--- config.mk ---
export PLATFORM = sky130hd
export DESIGN_NAME = multicycle_controller
export DESIGN_NICKNAME = d
export VERILOG_FILES = /design/src/rtl/ctrl_pkg.sv /design/src/rtl/alu_decoder.sv /design/src/rtl/multicycle_controller.sv
export SDC_FILE = /design/constraint.sdc
export NUM_CORES = 1
export LEC_CHECK = 0
export CAP_MARGIN = 20
export CELL_PAD_IN_SITES_DETAIL_PLACEMENT = 1
export CELL_PAD_IN_SITES_GLOBAL_PLACEMENT = 2
export CORE_MARGIN = 10
export CORE_UTILIZATION = 22
export DETAILED_ROUTE_END_ITERATION = 8
export HOLD_SLACK_MARGIN = 0.06
export PLACE_DENSITY = 0.93
export SETUP_SLACK_MARGIN = 0.1
export SKIP_CTS_REPAIR_TIMING = 1
export SYNTH_ARGS = -nofsm -noshare
export SYNTH_HDL_FRONTEND = slang
export SYNTH_HIERARCHICAL = 1
export SYNTH_SLANG_ARGS = --single-unit
--- constraint.sdc ---
create_clock -name i_clk -period 2.9 [get_ports i_clk]
set_input_delay 0.58 -clock i_clk [delete_from_list [all_inputs] [get_ports i_clk]]
set_output_delay 0.58 -clock i_clk [all_outputs]
set_load 0.02 [all_outputs]
--- src/rtl/ctrl_pkg.sv ---
// Shared encodings for the multicycle RV32I control unit: FSM states, ALU op classes,
// ALU control codes (also used by the ALU) and the supported opcodes.
package ctrl_pkg;

  typedef enum logic [3:0] {
    FETCH    = 4'd0,
    DECODE   = 4'd1,
    MEMADR   = 4'd2,
    MEMREAD  = 4'd3,
    MEMWB    = 4'd4,
    MEMWRITE = 4'd5,
    EXECR    = 4'd6,
    EXECI    = 4'd7,
    ALUWB    = 4'd8,
    BEQ      = 4'd9,
    JAL      = 4'd10
  } state_t;

  typedef enum logic [1:0] {
    ALUOP_ADD   = 2'b00,
    ALUOP_SUB   = 2'b01,
    ALUOP_FUNCT = 2'b10
  } aluop_t;

  localparam logic [2:0] ALU_ADD = 3'b000;
  localparam logic [2:0] ALU_SUB = 3'b001;
  localparam logic [2:0] ALU_AND = 3'b010;
  localparam logic [2:0] ALU_OR  = 3'b011;
  localparam logic [2:0] ALU_SLT = 3'b101;

  localparam logic [6:0] OP_LOAD   = 7'b0000011;
  localparam logic [6:0] OP_STORE  = 7'b0100011;
  localparam logic [6:0] OP_RTYPE  = 7'b0110011;
  localparam logic [6:0] OP_ITYPE  = 7'b0010011;
  localparam logic [6:0] OP_BRANCH = 7'b1100011;
  localparam logic [6:0] OP_JAL    = 7'b1101111;

  // Only ADD/SUB, SLT, OR and AND are implemented for register/immediate ALU ops.
  function automatic logic alu_funct3_legal(input logic [2:0] funct3);
    logic legal;
    case (funct3)
      3'b000, 3'b010, 3'b110, 3'b111: legal = 1'b1;
      default:                        legal = 1'b0;
    endcase
    return legal;
  endfunction

endpackage

--- src/rtl/alu_decoder.sv ---
// Combinational ALU control decoder: maps the ALU op class plus funct fields onto
// the ALU control code.
module alu_decoder
  import ctrl_pkg::*;
(
  input  aluop_t     aluop,
  input  logic [2:0] funct3,
  input  logic       funct7b5,
  input  logic       op5,
  output logic [2:0] alucontrol
);

  // Select ALU operation; SUB only for R-type with funct7[5] set (op5 excludes addi).
  always_comb begin
    alucontrol = ALU_ADD;
    case (aluop)
      ALUOP_ADD: alucontrol = ALU_ADD;
      ALUOP_SUB: alucontrol = ALU_SUB;
      ALUOP_FUNCT: begin
        case (funct3)
          3'b000: begin
            if (funct7b5 & op5) begin
              alucontrol = ALU_SUB;
            end else begin
              alucontrol = ALU_ADD;
            end
          end
          3'b010:  alucontrol = ALU_SLT;
          3'b110:  alucontrol = ALU_OR;
          3'b111:  alucontrol = ALU_AND;
          default: alucontrol = ALU_ADD;
        endcase
      end
      default: alucontrol = ALU_ADD;
    endcase
  end

endmodule

--- src/rtl/multicycle_controller.sv ---
// Moore FSM control unit for the multicycle RV32I datapath (lw, sw, R, I, beq, jal).
// Define CTRL_BNE_EN to also accept bne (branch funct3 001) through the BEQ state.
module multicycle_controller
  import ctrl_pkg::*;
(
  input  logic       i_clk,
  input  logic       i_rst,
  input  logic [6:0] i_op,
  input  logic [2:0] i_funct3,
  input  logic       i_funct7b5,
  input  logic       i_zero,
  input  logic       i_mem_ready,
  output logic       o_pcwrite,
  output logic       o_adrsrc,
  output logic       o_memwrite,
  output logic       o_irwrite,
  output logic       o_regwrite,
  output logic [1:0] o_resultsrc,
  output logic [1:0] o_alusrca,
  output logic [1:0] o_alusrcb,
  output logic [1:0] o_immsrc,
  output logic [2:0] o_alucontrol,
  output logic       o_illegal,
  output logic [3:0] o_state
);

  state_t state_r;
  state_t next_state_s;
  state_t eff_state_s;
  state_t decode_next_s;
  logic   decode_illegal_s;
  logic   branch_taken_s;
  aluop_t aluop_s;
  logic   pcwrite_s;
  logic   memwrite_s;
  logic   irwrite_s;
  logic   regwrite_s;
  logic   illegal_s;

  // State register.
  always_ff @(posedge i_clk) begin
    if (i_rst) begin
      state_r <= FETCH;
    end else begin
      state_r <= next_state_s;
    end
  end

  // While reset is held the outputs show FETCH values regardless of the stale state.
  assign eff_state_s = i_rst ? FETCH : state_r;
  assign o_state     = state_r;

  // Opcode dispatch out of DECODE; anything unsupported returns to FETCH flagged illegal.
  always_comb begin
    decode_next_s    = FETCH;
    decode_illegal_s = 1'b1;
    case (i_op)
      OP_LOAD, OP_STORE: begin
        decode_next_s    = MEMADR;
        decode_illegal_s = 1'b0;
      end
      OP_RTYPE, OP_ITYPE: begin
        if (alu_funct3_legal(i_funct3)) begin
          decode_next_s    = (i_op == OP_RTYPE) ? EXECR : EXECI;
          decode_illegal_s = 1'b0;
        end else begin
          decode_next_s    = FETCH;
          decode_illegal_s = 1'b1;
        end
      end
      OP_BRANCH: begin
        if (i_funct3 == 3'b000) begin
          decode_next_s    = BEQ;
          decode_illegal_s = 1'b0;
`ifdef CTRL_BNE_EN
        end else if (i_funct3 == 3'b001) begin
          decode_next_s    = BEQ;
          decode_illegal_s = 1'b0;
`endif
        end else begin
          decode_next_s    = FETCH;
          decode_illegal_s = 1'b1;
        end
      end
      OP_JAL: begin
        decode_next_s    = JAL;
        decode_illegal_s = 1'b0;
      end
      default: begin
        decode_next_s    = FETCH;
        decode_illegal_s = 1'b1;
      end
    endcase
  end

  // Branch condition; bne shares the BEQ state with the zero sense inverted.
  always_comb begin
`ifdef CTRL_BNE_EN
    if (i_funct3 == 3'b001) begin
      branch_taken_s = ~i_zero;
    end else begin
      branch_taken_s = i_zero;
    end
`else
    branch_taken_s = i_zero;
`endif
  end

  // Next-state logic.
  always_comb begin
    next_state_s = FETCH;
    case (state_r)
      FETCH:    next_state_s = i_mem_ready ? DECODE : FETCH;
      DECODE:   next_state_s = decode_next_s;
      MEMADR:   next_state_s = (i_op == OP_STORE) ? MEMWRITE : MEMREAD;
      MEMREAD:  next_state_s = i_mem_ready ? MEMWB : MEMREAD;
      MEMWB:    next_state_s = FETCH;
      MEMWRITE: next_state_s = i_mem_ready ? FETCH : MEMWRITE;
      EXECR:    next_state_s = ALUWB;
      EXECI:    next_state_s = ALUWB;
      ALUWB:    next_state_s = FETCH;
      BEQ:      next_state_s = FETCH;
      JAL:      next_state_s = ALUWB;
      default:  next_state_s = FETCH;
    endcase
  end

  // Per-state datapath selects and raw enables.
  always_comb begin
    pcwrite_s   = 1'b0;
    memwrite_s  = 1'b0;
    irwrite_s   = 1'b0;
    regwrite_s  = 1'b0;
    illegal_s   = 1'b0;
    o_adrsrc    = 1'b0;
    o_resultsrc = 2'b00;
    o_alusrca   = 2'b00;
    o_alusrcb   = 2'b00;
    aluop_s     = ALUOP_ADD;
    case (eff_state_s)
      FETCH: begin
        o_alusrcb   = 2'b10;
        o_resultsrc = 2'b10;
        irwrite_s   = i_mem_ready;
        pcwrite_s   = i_mem_ready;
      end
      DECODE: begin
        o_alusrca = 2'b01;
        o_alusrcb = 2'b01;
        illegal_s = decode_illegal_s;
      end
      MEMADR: begin
        o_alusrca = 2'b10;
        o_alusrcb = 2'b01;
      end
      MEMREAD: o_adrsrc = 1'b1;
      MEMWB: begin
        o_resultsrc = 2'b01;
        regwrite_s  = 1'b1;
      end
      MEMWRITE: begin
        o_adrsrc   = 1'b1;
        memwrite_s = 1'b1;
      end
      EXECR: begin
        o_alusrca = 2'b10;
        aluop_s   = ALUOP_FUNCT;
      end
      EXECI: begin
        o_alusrca = 2'b10;
        o_alusrcb = 2'b01;
        aluop_s   = ALUOP_FUNCT;
      end
      ALUWB: regwrite_s = 1'b1;
      BEQ: begin
        o_alusrca = 2'b10;
        aluop_s   = ALUOP_SUB;
        pcwrite_s = branch_taken_s;
      end
      JAL: begin
        o_alusrca = 2'b01;
        o_alusrcb = 2'b10;
        pcwrite_s = 1'b1;
      end
      default: aluop_s = ALUOP_ADD;
    endcase
  end

  // Reset forces every write enable low so an abandoned instruction leaves no side effects.
  always_comb begin
    if (i_rst) begin
      o_pcwrite  = 1'b0;
      o_memwrite = 1'b0;
      o_irwrite  = 1'b0;
      o_regwrite = 1'b0;
      o_illegal  = 1'b0;
    end else begin
      o_pcwrite  = pcwrite_s;
      o_memwrite = memwrite_s;
      o_irwrite  = irwrite_s;
      o_regwrite = regwrite_s;
      o_illegal  = illegal_s;
    end
  end

  // Immediate format follows the opcode directly.
  always_comb begin
    case (i_op)
      OP_STORE:  o_immsrc = 2'b01;
      OP_BRANCH: o_immsrc = 2'b10;
      OP_JAL:    o_immsrc = 2'b11;
      default:   o_immsrc = 2'b00;
    endcase
  end

  alu_decoder u_alu_decoder (
    .aluop      (aluop_s),
    .funct3     (i_funct3),
    .funct7b5   (i_funct7b5),
    .op5        (i_op[5]),
    .alucontrol (o_alucontrol)
  );

endmodule
# ---- Word level (Yosys, flattened, before mapping)
# Cells that the tools add are included.
dict set report classes {
  reduce_logical 15
  muxes 34
  bitwise_logic 1
  n_eq_ne 28
}
# op n
set op_table {}
lappend op_table {{$eq A4 B3 Y1 const B} 7}
lappend op_table {{$pmux W4 S6} 1}
lappend op_table {{$mux W1} 17}
lappend op_table {{$eq A4 B2 Y1 const B} 4}
lappend op_table {{$eq A4 B4 Y1 const B} 4}
lappend op_table {{$pmux W2 S2} 4}
lappend op_table {{$pmux W4 S4} 1}
lappend op_table {{$eq A7 B6 Y1 const B} 2}
lappend op_table {{$eq A7 B7 Y1 const B} 2}
lappend op_table {{$reduce_or A2 Y1} 7}
lappend op_table {{$mux W3} 4}
lappend op_table {{$pmux W3 S4} 1}
lappend op_table {{$reduce_or A3 Y1} 3}
lappend op_table {{$eq A4 B1 Y1 const B} 2}
lappend op_table {{$logic_not A4 Y1} 2}
lappend op_table {{$mux W4} 2}
lappend op_table {{$reduce_or A4 Y1} 2}
lappend op_table {{$eq A7 B2 Y1 const B} 1}
lappend op_table {{$eq A7 B5 Y1 const B} 1}
lappend op_table {{$eq A3 B3 Y1 const B} 2}
lappend op_table {{$pmux W1 S3} 2}
lappend op_table {{$pmux W2 S3} 1}
lappend op_table {{$pmux W3 S2} 1}
lappend op_table {{$eq A3 B2 Y1 const B} 1}
lappend op_table {{other kinds (4)} 4}
dict set report totals {
  reg_bits 4
  input_bits 15
  output_inout_bits 21
  word_cells 79
}

# ---- Longest topological paths before layout
# Gate-level depths: netlist (run 1).
dict set report logic_depth {
  word_depth 8
  ltp_mapped 8
  depth_no_buf 6
}

# ---- Hierarchy
# The synthesis (run 1) kept the hierarchy.
# mod n_inst seq_area_each_um2 cells_per_inst area_each_um2
set by_module_without_submodules {}
lappend by_module_without_submodules {multicycle_controller 1 80.1 98 651.9}
lappend by_module_without_submodules {alu_decoder 1 0.0 11 96.3}

# ---- Worst setup path before layout (run 1)
# No wires, ideal clock.
dict set report synth_timing {
  path_type {flip-flop to output port}
  start {register state_r[0] (netlist: o_state[0])}
  end {output port o_alucontrol[2]}
  setup_slack_ns 0.015
  path_buffers 1
  arrival_time_ns 2.305
  path_stages_with_launch 7
  path_cell_list {dfxtp_1 > clkbuf_2 > nand2b_1 > nor4b_1 > inv_1 > ha_1 > nor4b_1}
}
dict set report synth_via {
  elab_chain_len 6
  elab_cells_between_ends 9
}
# item line
set synth_rtl {}
lappend synth_rtl {{start, declared} multicycle_controller.sv:27} ;# state_t state_r;
lappend synth_rtl {{start signal, assigned} multicycle_controller.sv:45} ;# state_r <= next_state_s;
lappend synth_rtl {{$mux W4 (*)} multicycle_controller.sv:50} ;# assign eff_state_s = i_rst ? FETCH : state_r;
lappend synth_rtl {{$eq A4 B3 Y1} multicycle_controller.sv:140} ;# case (eff_state_s)
lappend synth_rtl {{$reduce_or A2 Y1 (no line)} n/a}
lappend synth_rtl {{$pmux W2 S2 (*)} multicycle_controller.sv:140}
lappend synth_rtl {{via aluop_s[0]} multicycle_controller.sv:33} ;# aluop_t aluop_s;
lappend synth_rtl {{$eq A2 B2 Y1 / $eq A2 B1 Y1 (equally long branches)} alu_decoder.sv:16} ;# case (aluop)
lappend synth_rtl {{$pmux W3 S2 (*)} alu_decoder.sv:16}
lappend synth_rtl {{end, declared} multicycle_controller.sv:22} ;# output logic [2:0] o_alucontrol,
# The timed path passes the listed nets; every way through them passes the cells marked *.

# ---- Final worst setup path (run 1)
dict set report layout_timing {
  start {register state_r[0] (netlist: o_state[0])}
  end {output port o_illegal}
}
dict set report layout_via {
  elab_chain_len 4
}
# item line
set layout_rtl {}
lappend layout_rtl {{$mux W4} multicycle_controller.sv:50}
lappend layout_rtl {{$eq A4 B1 Y1} multicycle_controller.sv:140}
lappend layout_rtl {{$mux W1} multicycle_controller.sv:140}
lappend layout_rtl {{$mux W1} multicycle_controller.sv:191} ;# if (i_rst) begin
lappend layout_rtl {{end, declared} multicycle_controller.sv:23} ;# output logic o_illegal,
# No other way between the ends.

==> flow_summary.json, run 1 <==
{
  "outcome": "complete, no violations",
  "rows": 21,
  "power_density_mw_per_mm2": 173.6,
  "io_pins": 36,
  "synth_ff_type": "dfxtp_1",
  "clkSinkCount": 4,
  "synth_compound_gate_area_share_pct": 23.91,
  "root_buffer": "clkbuf_4",
  "numCtsBuffers": 3,
  "dieWidth_um": 78.32,
  "num-nets-final": 176,
  "cp_max_fo": 18,
  "total_power_mw": 0.2264,
  "synth_area_um2": 748.2,
  "stdcell_count": 203,
  "numPortBuffers": 35,
  "worst_pin_slew_ps": 428.0,
  "p_leak_nw": 0.5351,
  "hold_viol": 0,
  "fmaxAchievable_mhz": 385.9,
  "cts.clk_slew.worst_paths_ps": 40,
  "grt_pass1_wl_mm": 5.195,
  "rr_startpoint": "o_state[0]",
  "hp-start": "o_state[1]",
  "die-area_mm2": 0.006133,
  "drv_slew": 0,
  "ys_types": 45,
  "synth-xor-area-share_pct": 4.682,
  "syn_nets": 126,
  "largest_reg_flops": 4,
  "via_per_inst": 4.936,
  "end_kind": "output pin",
  "dr.pass1.iters": 4,
  "grt_usage_pct": 9.847,
  "first_global_vias": 1113,
  "core_area_mm2": 0.003311,
  "routed-via-count": 1002,
  "htreeDepth": 1,
  "cts_tree": "yes",
  "synth_edf_count": 0,
  "fin_worst_hold_slack_ps": 737.0,
  "drtAntennaViolNets": 0,
  "synth_top_family_by_area": "simple AND/OR/NAND/NOR gates",
  "gr-total-overflow": 0,
  "clock_latency_ps": 240,
  "start_util_pct": 22.60,
  "drc": 0,
  "synthAdderAreaFrac_pct": 3.344,
  "maxCapViolations": 0,
  "setup_viol": 0,
  "period_share_pct": 89.36,
  "skew_ps": 4.463,
  "ys_seq_area_share_pct": 10.70,
  "crit_path_start_kind": "register",
  "postSynthCellCount": 109,
  "yosysWarnings": 6,
  "routed_wl_mm": 3.195,
  "ir_drop_mv": 0.08601,
  "mostFrequentLayoutCells": "clkdlybuf4s50_1, buf_4, a21oi_1, nor2_1, nand2_1",
  "die_h_um": 78.32,
  "cts_buffer_depth": 2,
  "design_area_mm2": 0.001304,
  "synth-simple-area-share_pct": 47.83,
  "grt_max_degree": 23,
  "cp.arrival_ps": 2010,
  "avgSynthCellArea_um2": 6.864,
  "syn_to_final_growth_pct": 74.25,
  "wire_per_inst_um": 15.74,
  "slew_headroom_pct": 71.20,
  "drive_gt1_share_pct": 22.93,
  "final_common_cell": "clkdlybuf4s50_1",
  "place.gp.congestion": 0.7773,
  "placed_area_mm2": 0.001245,
  "critPathRequiredTime_ps": 2320,
  "antenna_found_initial": 0,
  "min_path_type": "register to register",
  "rsz0062_at_grt": "no",
  "drt_iter0_drc": 63,
  "synth_seq_cells": 4,
  "ys_async_sr_fraction_pct": 0,
  "diodes": 0,
  "period_minus_slack_ps": 2591,
  "dp.cells": 198,
  "rrSetupSlack_ps": 1270,
  "critPathKind": "register to output pin",
  "crit_start": "o_state[0]",
  "dp_hpwl_mm": 2.530,
  "synthMuxAreaShare_pct": 1.505
}
-- through the flow --
step	TNS, ps	setup slack, ps	util, %
after floorplan	0	277.3	-
after global placement	-1254	-426.1	37.60
after detailed placement	-1781	-559.5	37.60
after CTS	-1893	-588.3	38.28
after global routing	0	207.8	39.38
final	0	308.5	39.38
-- critical path, stage by stage (launching register included) --
cell,delay (ps)
dfxtp_1,320
buf_4,220
or4b_4,530
or3_1,360
nor3_2,110
dlymetal6s2s_1,240
-- per-layer routing --
layer	global-route usage (%)	part of all wire (%)	wire (um)	vias to the layer above
li1	-	-	-	499
met3	3.189	5.6	178	0
met2	19.65	57	1814	19
met1	9.909	38	1202	484
met5	0	0	0	-
met4	0.8961	0	0	0
-- Yosys cell counts (2+ instances only) --
cell,count,area [um^2]
a211oi_1,2,15.01
a21o_1,3,22.52
a21oi_1,14,70.07
a31oi_1,2,12.51
buf_1,2,7.510
buf_2,2,10.01
clkbuf_1,3,11.26
dfxtp_1,4,80.08
ha_1,2,25.02
inv_1,4,15.01
nand2_1,6,22.52
nand2b_1,3,18.77
nand3b_1,3,22.52
nor2_1,13,48.80
nor2b_1,3,18.77
nor3_1,5,25.02
nor3b_1,2,15.01
nor4_1,4,25.02
nor4b_1,2,17.52
o21ai_0,2,10.01
xnor2_1,4,35.03
-- report_power, final --
| group | internal (mW) | total (mW) | switching (mW) |
|---|---|---|---|
| Clock | 0.0464 | 0.0704 | 0.0240 |
| Combinational | 0.0528 | 0.0992 | 0.0463 |
| Sequential | 0.0563 | 0.0568 | 0.000508 |
-- final cells by class --
type | count | area, um^2
multi-input cells | 92 | 634.4
inverters | 4 | 15.01
well taps | 46 | 57.56
fillers | 428 | 2007
clock buffers | 3 | 22.52
repair buffers | 54 | 494.2
flip-flops and latches | 4 | 80.08
-- final timing paths --
check / to / depth (start not counted)
setup / recovery: o_illegal / 5
hold / removal: o_state[3] / 3
setup reg to reg: o_state[2] / 5
hold reg to reg: o_state[3] / 3
-- cells by family after synthesis --
kind of cell / Yosys count
multiplexers: 1
AND/OR/NAND/NOR: 57
adder cells (fa/ha/maj): 2
flip-flops: 4
XOR/XNOR: 4
buffers and inverters: 13
AO/OA/AOI/OAI: 28
Note: power is estimated with default switching activity, not from simulation.
==> run 2: changes to the inputs <==
Settings changed: CORE_UTILIZATION 22 to 20, GPL_TIMING_DRIVEN set to 0, MAX_ROUTING_LAYER set to met4, PLACE_DENSITY 0.93 to 0.86.
Clock period 2.9 ns to 2.91 ns, I/O delays scaled along.
==> flow_summary.json, run 2 (synthesis gave the netlist of run 1 again) <==
{
  "skew_ps": 2.155,
  "mostFrequentLayoutCells": "clkdlybuf4s50_1, a21oi_1, nor2_1, clkbuf_2, nand2_1",
  "via_per_inst": 5.036,
  "diodes": 0,
  "grt_max_degree": 11,
  "cts.clk_slew.worst_paths_ps": 30,
  "worst_pin_slew_ps": 370.7,
  "p_sw_share_pct": 27.95,
  "routed-via-count": 982,
  "drtAntennaViolNets": 0,
  "reg2regPathDepth": 5,
  "antenna_found_initial": 0,
  "drv_slew": 0,
  "critPathRequiredTime_ps": 2330,
  "cp.arrival_ps": 2140,
  "syn_to_final_growth_pct": 67.06,
  "rrSetupSlack_ps": 1370,
  "tns_ps": 0,
  "seq_power_share_pct": 21.7,
  "root_buffer": "clkbuf_8",
  "cts_buffer_depth": 2,
  "dieWidth_um": 81.17,
  "crit_path_start_kind": "input pin",
  "fmaxAchievable_mhz": 367.5,
  "total_power_mw": 0.2619,
  "dp_hpwl_mm": 2.448,
  "slew_headroom_pct": 75.06,
  "grt_pass1_wl_mm": 4.905,
  "fin_ws_ps": 189.1,
  "numPortBuffers": 35,
  "grt_usage_pct": 9.434,
  "clockPowerShare_pct": 44.5,
  "combPwrFrac_pct": 33.9,
  "p_sw_mw": 0.07321,
  "hold_viol": 0,
  "clkSinkCount": 4,
  "utilization_pct": 34.40,
  "gr-total-overflow": 0,
  "intPower_mw": 0.1887,
  "start_util_pct": 20.59,
  "p_leak_nw": 0.4696,
  "cts_tree": "yes",
  "setup_viol": 0,
  "routed_wl_mm": 3.003,
  "first_global_vias": 1014,
  "wire_per_inst_um": 15.40,
  "num-nets-final": 166,
  "rr_endpoint": "o_state[0]",
  "rsz0062_at_grt": "yes",
  "cp_max_fo": 7,
  "drive_gt1_share_pct": 19.05,
  "final_common_cell": "clkdlybuf4s50_1",
  "dp.cells": 192,
  "crit_start": "i_op[6]",
  "critPathKind": "input pin to output pin",
  "rows": 22,
  "drt_iter0_drc": 36,
  "drc": 0,
  "period_minus_slack_ps": 2721,
  "largest_reg_flops": 4,
  "power_density_mw_per_mm2": 209.5,
  "crit_end": "o_immsrc[1]",
  "end_kind": "output pin",
  "stdcell_count": 195,
  "pre_cts_ws_ps": -759.8,
  "clock_latency_ps": 220,
  "rr_startpoint": "o_state[0]",
  "ir_drop_mv": 0.08931,
  "place.gp.congestion": 0.8013,
  "period_share_pct": 93.50,
  "maxCapViolations": 0,
  "die_h_um": 81.17,
  "io_pins": 36,
  "core_area_mm2": 0.003633,
  "dr.pass1.iters": 4,
  "min_path_type": "register to register",
  "die-area_mm2": 0.006588,
  "htreeDepth": 1,
  "numCtsBuffers": 3,
  "outcome": "complete, no violations"
}
-- run 2: changes by cell type in the layout (fill, tap and decap cells not counted), sizes merged --
| cell | previous run | this run |
|---|---|---|
| clkdlybuf4s50 | 27 | 28 |
| buf | 20 | 4 |
| clkbuf | 5 | 11 |
| dlymetal6s2s | 5 | 4 |
-- run 2: power by group through the flow --
stage | clock, mW | combinational, mW | sequential, mW
finish | 0.116 | 0.0887 | 0.0567
global route | 0.126 | 0.0961 | 0.0568
CTS | 0.119 | 0.0854 | 0.0568
detailed placement | 0 | 0.0850 | 0.0575
global placement | 0 | 0.0824 | 0.0575
floorplan | 0 | 0.0378 | 0.0586
-- run 2: critical path, cell delays in order --
cell and delay, ps:
clkdlybuf4s50_1 630, nand3b_1 160, a21oi_1 140, clkdlybuf4s50_1 620
-- run 2: worst min-delay path by stage --
| stage | from | cells past startpoint | end | slack [ps] |
|---|---|---|---|---|
| 2_1_floorplan | i_op[4] | 2 | o_state[2] | 730 |
| 3_3_place_gp | o_state[1] | 3 | o_state[1] | 750 |
| 3_5_place_dp | o_state[1] | 3 | o_state[0] | 770 |
| 4_1_cts | o_state[1] | 3 | o_state[1] | 780 |
| 5_1_grt | o_state[1] | 3 | o_state[1] | 790 |
| 6_report | o_state[1] | 3 | o_state[1] | 720 |
-- run 2: metrics by stage --
step,hold slack [ps],cell area [um^2]
finish,724.7,1250
detailed placement,765.2,1165
CTS,777.3,1206
floorplan,729.7,754.5
global placement,749.1,1165
global route,793.4,1250
-- run 2: final cells by class --
| cell class | count | area, um^2 |
|---|---|---|
| clock buffer | 3 | 41.29 |
| multi-input combinational | 92 | 648.1 |
| fill | 470 | 2384 |
| tap | 48 | 60.06 |
| inverter | 4 | 15.01 |
| buffer | 9 | 58.81 |
| sequential | 4 | 81.33 |
| timing repair buffer | 35 | 345.3 |
-- run 2: routing by layer --
metal	up-vias	track usage (%)	routed length (um)
met2	21	17.28	1670
met5	-	-	0
met3	0	1.766	106
met1	475	9.963	1226
li1	486	-	-
met4	0	2.941	0
==> run 3: changes to the inputs <==
Clock period 2.91 ns to 2.7 ns, I/O delays scaled along.
==> flow_summary.json, run 3 (synthesis gave the netlist of run 1 again) <==
{
  "outcome": "complete, no violations",
  "cts_tree": "yes",
  "antenna_found_initial": 0,
  "cts_buffer_depth": 2,
  "pre_cts_ws_ps": -885.8,
  "routed-via-count": 980,
  "crit_cells": 6,
  "diodes": 0,
  "critPathKind": "register to output pin",
  "reg2regPathDepth": 5,
  "drc": 0,
  "crit_path_start_kind": "register",
  "place.gp.congestion": 0.8013,
  "fin_ws_ps": 187.8,
  "period_minus_slack_ps": 2512,
  "rows": 22,
  "crit_end": "o_alusrca[1]",
  "setup_viol": 0,
  "slew_headroom_pct": 74.46,
  "ir_drop_mv": 0.09436,
  "die_h_um": 81.17,
  "fmaxAchievable_mhz": 398.1,
  "first_global_vias": 1014,
  "htreeDepth": 1,
  "total_power_mw": 0.2852,
  "rrSetupSlack_ps": 1190,
  "mostFrequentLayoutCells": "clkdlybuf4s50_1, a21oi_1, nor2_1, dlymetal6s2s_1, nand2_1",
  "grt_max_degree": 11,
  "gr-total-overflow": 0,
  "hold_viol": 0,
  "critPathRequiredTime_ps": 2160,
  "final_common_cell": "clkdlybuf4s50_1",
  "routed_wl_mm": 3.138,
  "grt_pass1_wl_mm": 4.905,
  "maxUsedRoutingLayer": "met4",
  "max_stage_delay_ps": 610,
  "wl_met1_mm": 1.288,
  "clkSinkCount": 4,
  "crit_start": "o_state[0]",
  "numPortBuffers": 35,
  "cp_top_family": "buffers and inverters",
  "grt_usage_pct": 9.434,
  "largest_reg_flops": 4,
  "drt_iter0_drc": 34,
  "rsz0062_at_grt": "yes",
  "worst_pin_slew_ps": 379.7,
  "path_cells": "buf_6 -> clkbuf_2 -> nor4bb_1 -> a21oi_1 -> nor2_1 -> clkdlybuf4s50_1",
  "syn_to_final_growth_pct": 76.92,
  "start_util_pct": 20.59,
  "critPathBufInv": 3,
  "via_per_inst": 4.975,
  "root_buffer": "clkbuf_8",
  "cp_max_fo": 10,
  "period_share_pct": 93.04,
  "drtAntennaViolNets": 0,
  "power_density_mw_per_mm2": 215.4,
  "clock_latency_ps": 220,
  "drive_gt1_share_pct": 22.82,
  "die-area_mm2": 0.006588,
  "core_area_mm2": 0.003633,
  "wl_met2_mm": 1.729,
  "rr_endpoint": "o_state[0]",
  "end_kind": "output pin",
  "dr.pass1.iters": 4,
  "cts.clk_slew.worst_paths_ps": 30,
  "maxCapViolations": 0,
  "rr_startpoint": "o_state[3]",
  "num-nets-final": 168,
  "dp_hpwl_mm": 2.448,
  "io_pins": 36,
  "p_leak_nw": 0.5608,
  "drv_slew": 0,
  "fillers": 467,
  "min_path_type": "input pin to register",
  "dieWidth_um": 81.17,
  "met3_length_um": 107,
  "numCtsBuffers": 3,
  "wire_per_inst_um": 15.93,
  "cp_slowest_cell": "clkdlybuf4s50_1",
  "cp.arrival_ps": 1970,
  "skew_ps": 0.9872
}
run 3: layer usage:
metal  vias to the layer above  GRT usage (%)
met5                         -              -
met4                         0          2.941
met3                         2          1.766
met2                        22          17.28
met1                       468          9.963
li1                        488              -
run 3: per-stage QoR:
stage / hold slack, ps / util [%] / TNS [ps] / cell area (um^2) / cells
5_1_grt: 759.6 / 36.43 / 0 / 1324 / 197
3_3_place_gp: 749.1 / 32.06 / -3499 / 1165 / 192
3_5_place_dp: 765.2 / 32.06 / -4109 / 1165 / 192
2_1_floorplan: 687.7 / - / 0 / 754.5 / 109
6_report: 719.9 / 36.43 / 0 / 1324 / 197
4_1_cts: 777.3 / 33.20 / -4486 / 1206 / 195
run 3: how the worst min path moves through the flow:
stage	startpoint	end	slack, ps	cells after the start
floorplan	i_op[4]	o_state[2]	690	2
global placement	o_state[1]	o_state[1]	750	3
detailed placement	o_state[1]	o_state[0]	770	3
CTS	o_state[1]	o_state[1]	780	3
global route	i_op[4]	o_state[2]	760	3
finish	i_op[4]	o_state[2]	720	3
run 3: worst register-to-register path, stage by stage, from the launching register on:
cell	delay, ps
dfxtp_1	300
clkbuf_4	170
or4b_4	510
a21oi_1	190
nand4b_1	110
a31oi_1	140
run 3: power by group:
group,leakage [nW],total (mW),switching (mW),internal (mW)
clock network,0.0216,0.126,0.0307,0.0950
logic,0.506,0.0981,0.0491,0.0490
registers,0.0330,0.0614,0.000794,0.0606
run 3: cell type report:
cell class	instances	area [um^2]	share of cell area, %
Tap cell	48	60.06	4.537
Inverter	4	15.01	1.134
Clock buffer	3	41.29	3.119
Timing Repair Buffer	37	375.4	28.36
Sequential cell	4	81.33	6.144
Multi-Input combinational cell	92	673.1	50.85
Buffer	9	77.57	5.860
==> variant 1, RTL diff (flow settings as in run 3) <==
Reset style: asynchronous (`i_rst`), changed in one clocked block.
--- a/src/rtl/multicycle_controller.sv
+++ b/src/rtl/multicycle_controller.sv
@@ -39,5 +39,5 @@
 
   // State register.
-  always_ff @(posedge i_clk) begin
+  always_ff @(posedge i_clk or posedge i_rst) begin
     if (i_rst) begin
       state_r <= FETCH;
Check against the original RTL: differs if i_rst is asserted again (counterexample within 4 cycles, from zero or initial values and one cycle with i_rst high); with i_rst held inactive, the same outputs for 10 cycles.
==> variant 1 against run 3 <==
Synthesized area grew 5.7%. Wire length is the same. Sequential power up 6.4%. Worst setup slack worse by 0.016 ns. Hold slack lost 0.39 ns. Sequential share of layout area up 1.7 points. Combinational power increased by 11%. Design area is 0.66% lower. Power rose by 4.9%. Maximum frequency down 0.62%. Sequential cell count did not move. Die area grew 4.3%. Critical path depth is the same. Critical path type is now in2out. Highest routed layer unchanged.
==> variant 1: results (changes against run 3) <==
----------------------------------------------------
[Logic synthesis]
  Largest cells by area after synthesis ... sky130_fd_sc_hd__dfrtp_1, sky130_fd_sc_hd__nor4b_1, sky130_fd_sc_hd__a21oi_1, sky130_fd_sc_hd__mux2i_1, sky130_fd_sc_hd__nand2_1 (was sky130_fd_sc_hd__dfxtp_1, sky130_fd_sc_hd__a21oi_1, sky130_fd_sc_hd__nor2_1, sky130_fd_sc_hd__xnor2_1, sky130_fd_sc_hd__ha_1)
  Warning count from the yosys run ... 6 (unchanged)
  Most frequent cells after synthesis ... sky130_fd_sc_hd__nand2_1, sky130_fd_sc_hd__inv_1, sky130_fd_sc_hd__nor2_1 (was sky130_fd_sc_hd__a21oi_1, sky130_fd_sc_hd__nor2_1, sky130_fd_sc_hd__nand2_1)
  Net count after synthesis ... 121 (was 126)
  Main flop type after synthesis ... sky130_fd_sc_hd__dfrtp_1 (was sky130_fd_sc_hd__dfxtp_1)
  Sequential share of the synthesized area ... 0.127 (was 0.107)
  Fraction of registers with async set or reset after synthesis ... 1.00 (was 0)
  Distinct cells, synth ... 49 (was 45)

[Global route]
  Met1 Resource Use GR ... 0.114 (was 0.0996)
  Met2 Resource Use GR ... 0.143 (was 0.173)
  Maximum number of pins on one net before global-route repair ... 11 (unchanged)
  GRT Total Usage ... 0.0905 (was 0.0943)
  Wire length of the first global-routing pass ... 5310 um (was 4910 um)
  Met3 demand-to-capacity share in global routing ... 0.0127 (was 0.0177)
  Number of global-route vias before repair ... 1124 (was 1014)

[Placed design]
  HPWL reported at the end of detailed placement ... 2450 um (about the same)
  Routability Congestion ... 0.842 (was 0.801)
  Placed cell areas ... 0.00120 sq mm (was 0.00116 sq mm)
  Port Buffers ... 34 (was 35)

[Drt]
  Per-cell routed wire length ... 16.6 um (was 15.9 um)
  Number of violations reported at the end of detailed-routing iteration 0 ... 47 (was 34)
  Via/cell ratio ... 5.13 (was 4.97)

[Worst setup path]
  Maximum fanout along the worst path ... 5 (was 10)

[Power and ir drop]
  Leakage power ... 0.566 nW (was 0.561 nW)
  Worst supply voltage drop on vdd ... 91.8 uV (was 94.4 uV)

[CTS]
  Buffer depth of the longest clock path ... 2 (unchanged)
  Number of H-tree levels ... 1 (unchanged)

[Cells and area]
  Number of nets in the finished design ... 160 (was 168)
  Layout cells sized above 1 ... 0.241 (was 0.228)

[Outcome]
  Run status ... finished, final reports clean (unchanged)

[Timing]
  Remaining max-slew budget at the tightest pin ... 0.779 (was 0.745)
  Clock Skew ... 0.00295 ns (was 0.000987 ns)

[Worst hold path]
  Worst min-delay path class ... in2async (was in2reg)

----------------------------------------------------
## variant 1: where the power goes
group	internal, mW	switching (mW)	leakage, nW
Sequential	0.0619	0.00348	0.0515
Combinational	0.0513	0.0578	0.493
Clock	0.0949	0.0297	0.0216
Total	0.208	0.0910	0.566
## variant 1: path summary, 6_finish.rpt
check | start | to | slack (ns)
setup / recovery | i_op[2] | o_illegal | 0.17
hold reg to reg | o_state[2] | o_state[1] | 0.75
hold / removal | i_rst | o_state[1] | 0.33
setup reg to reg | o_state[3] | o_state[1] | 1.29
max in group asynchronous | i_rst | o_state[2] | 2.14
min in group i_clk | i_op[4] | o_state[2] | 0.71
## variant 1: logic make-up (layout without fill, tap and decap cells)
logic type	count (synthesis)	count (layout)	synth area share
AO/OA/AOI/OAI	27	27	0.250
XOR/XNOR	2	2	0.0222
flip-flops	4	4	0.127
multiplexers	3	3	0.0380
AND/OR/NAND/NOR	51	51	0.449
adder cells (fa/ha/maj)	2	2	0.0316
buffers and inverters	15	52	0.0823
## variant 1: final cells by class
type | instances | area (sq um)
Fill cell | 467 | 2430
Multi-Input combinational cell | 85 | 684
Timing Repair Buffer | 34 | 345
Sequential cell | 4 | 103
Tap cell | 48 | 60.1
Buffer | 7 | 51.3
Clock buffer | 3 | 41.3
Inverter | 8 | 30.0
## variant 1: through the flow
stage          setup TNS [ns]  worst slack [ns]  cells  hold WS [ns]
6_report                    0             0.172    189         0.332
5_1_grt                     0            0.0926    189         0.377
4_1_cts                 -3.77            -0.932    189         0.642
3_5_place_dp            -3.58            -0.915    186         0.753
3_3_place_gp            -3.58            -0.892    186         0.757
2_1_floorplan               0             0.104    104         0.325
## variant 1: metal layers
metal	part of all wire	vias to the layer above
li1	-	461
met1	0.45	467
met2	0.48	38
met3	0.062	4
met4	0.010	0
met5	0	-
## variant 1: worst max-delay path, cell delays in order
cell and delay [ns]:
sky130_fd_sc_hd__clkdlybuf4s50_1 0.45, sky130_fd_sc_hd__or3_4 0.42, sky130_fd_sc_hd__nor2_4 0.17, sky130_fd_sc_hd__a2bb2oi_2 0.10
sky130_fd_sc_hd__nor4b_4 0.14, sky130_fd_sc_hd__buf_4 0.17
==> variant 2, RTL diff (settings of run 3) <==
Without the edit above. Build with the macro `CTRL_BNE_EN` defined.
--- a/src/rtl/multicycle_controller.sv
+++ b/src/rtl/multicycle_controller.sv
@@ -1,4 +1,6 @@
 // Moore FSM control unit for the multicycle RV32I datapath (lw, sw, R, I, beq, jal).
 // Define CTRL_BNE_EN to also accept bne (branch funct3 001) through the BEQ state.
+`define CTRL_BNE_EN
+
 module multicycle_controller
   import ctrl_pkg::*;
Behaviour: not the same (a bounded check fails within 4 cycles, from zero or initial values and one cycle with i_rst high).
==> variant 2 against run 3 <==
Wire length is 2.5% lower. Power up 1.7%. Worst setup slack worse by 0.041 ns. Sequential share of layout area about the same. Design area rose by 1.2%. Synthesized cell count down 3.7%. Synthesized area fell by 1.2%. Sequential cell count did not move. Sequential power about the same. Non-clock buffer count up 2. Critical path type is now in2out.
==> variant 2: results (changes against run 3) <==
----------------------------------------------------
[Logic synthesis]
  Synthesized netlist cell count ... 105 (was 109)
  Compound-cell area share of the yosys netlist ... 0.257 (was 0.239)
  Most frequent cells after synthesis ... sky130_fd_sc_hd__nor2_1, sky130_fd_sc_hd__a21oi_1, sky130_fd_sc_hd__nand2_1 (was sky130_fd_sc_hd__a21oi_1, sky130_fd_sc_hd__nor2_1, sky130_fd_sc_hd__nand2_1)
  Xor/xnor share of the synthesized area ... 0.0355 (was 0.0468)
  Sequential share of the synthesized area ... 0.108 (was 0.107)
  Distinct cells, synth ... 42 (was 45)
  Area share of fa/ha/maj cells after synthesis ... 0.0338 (was 0.0334)
  Multiplexer area fraction after synthesis ... 0.0135 (was 0.0151)
  Net count after synthesis ... 122 (was 126)
  Largest cells by area after synthesis ... sky130_fd_sc_hd__dfxtp_1, sky130_fd_sc_hd__nand3b_1, sky130_fd_sc_hd__a21oi_1, sky130_fd_sc_hd__nor3_1, sky130_fd_sc_hd__nor2_1 (was sky130_fd_sc_hd__dfxtp_1, sky130_fd_sc_hd__a21oi_1, sky130_fd_sc_hd__nor2_1, sky130_fd_sc_hd__xnor2_1, sky130_fd_sc_hd__ha_1)

[Drt]
  Overall routed net length ... 3060 um (was 3140 um)
  Vias post-DR ... 983 (was 980)
  Number of violations reported at the end of detailed-routing iteration 0 ... 87 (was 34)

[Power and ir drop]
  Leakage power ... 0.603 nW (was 0.561 nW)
  Worst supply voltage drop on vdd ... 74.2 uV (was 94.4 uV)

[Placed design]
  HPWL reported at the end of detailed placement ... 2430 um (was 2450 um)
  Worst slack after detailed placement ... -0.881 ns (was -0.886 ns)
  # placed instances ... 187 (was 192)
  Port Buffers ... 34 (was 35)
  Routability Congestion ... 0.787 (was 0.801)

[Global route]
  Wire length of the first global-routing pass ... 4720 um (was 4910 um)
  GRT Total Usage ... 0.0907 (was 0.0943)
  Maximum number of pins on one net before global-route repair ... 11 (unchanged)
  Number of global-route vias before repair ... 1010 (was 1014)

[Timing]
  Clock Skew ... 0.00147 ns (was 0.000987 ns)
  Slew of the pin with the lowest slew margin ... 0.482 ns (was 0.380 ns)

[Worst setup path]
  Arrival time worst endpoint ... 2.01 ns (was 1.97 ns)
  Maximum fanout along the worst path ... 5 (was 10)
  Largest stage delay, worst path ... 0.56 ns (was 0.61 ns)

[Worst hold path]
  Worst min-delay path class ... reg2reg (was in2reg)

[Cells and area]
  Number of nets in the finished design ... 167 (was 168)
  Final instance count without filler cells ... 196 (was 197)
  Flip-flop count of the largest register after layout ... 4 (unchanged)
  Layout cells sized above 1 ... 0.270 (was 0.228)

[Outcome]
  Run status ... finished, final reports clean (unchanged)

----------------------------------------------------
-- variant 2: layout make-up --
cell class                      count  area [sq um]
Clock buffer                        3          41.3
Multi-Input combinational cell     87           679
Tap cell                           48          60.1
Inverter                            6          22.5
Fill cell                         450          2270
Sequential cell                     4          82.6
Timing Repair Buffer               40           398
Buffer                              8          56.3
-- variant 2: report_power, final --
group / total [mW] / switching [mW] / internal, mW
Combinational: 0.104 / 0.0526 / 0.0514
Sequential: 0.0613 / 0.000674 / 0.0606
Clock: 0.125 / 0.0298 / 0.0950
Total: 0.290 / 0.0831 / 0.207
-- variant 2: kinds of logic (layout without fill, tap and decap cells) --
group,count (synthesis),count (layout)
compound gates,27,27
xor+xnor,3,3
fa+ha+maj,2,2
buf+inv,14,57
flops,4,4
mux,1,1
simple gates,54,54
-- variant 2: per-stage QoR --
step	cell area (sq um)	setup TNS (ns)
final	1340	0
after global routing	1340	0
after CTS	1190	-5.55
after detailed placement	1150	-5.06
after global placement	1150	-4.63
after floorplan	753	-0.0716
-- variant 2: path summary, 6_finish.rpt --
| kind | cells after the start | end | startpoint | slack [ns] |
|---|---|---|---|---|
| setup / recovery | 5 | o_illegal | i_op[4] | 0.15 |
| hold / removal | 4 | o_state[2] | o_state[2] | 0.73 |
| setup reg to reg | 5 | o_state[0] | o_state[3] | 1.02 |
| hold reg to reg | 4 | o_state[2] | o_state[2] | 0.73 |
-- variant 2: tightest hold or removal path, cell delays in order, from the launching register on --
cell	delay [ns]
sky130_fd_sc_hd__dfxtp_2	0.35
sky130_fd_sc_hd__nand2b_1	0.08
sky130_fd_sc_hd__o22ai_1	0.08
sky130_fd_sc_hd__nand3b_1	0.09
sky130_fd_sc_hd__a31oi_1	0.08
-- variant 2: per-layer routing --
metal | wire [um] | up-vias | global-route usage | part of all wire
met5 | 0 | - | - | 0
met4 | 29 | 0 | 0.0208 | 0.0095
met3 | 87 | 4 | 0.00993 | 0.028
met2 | 1600 | 21 | 0.158 | 0.52
met1 | 1340 | 475 | 0.109 | 0.44
li1 | - | 483 | - | -
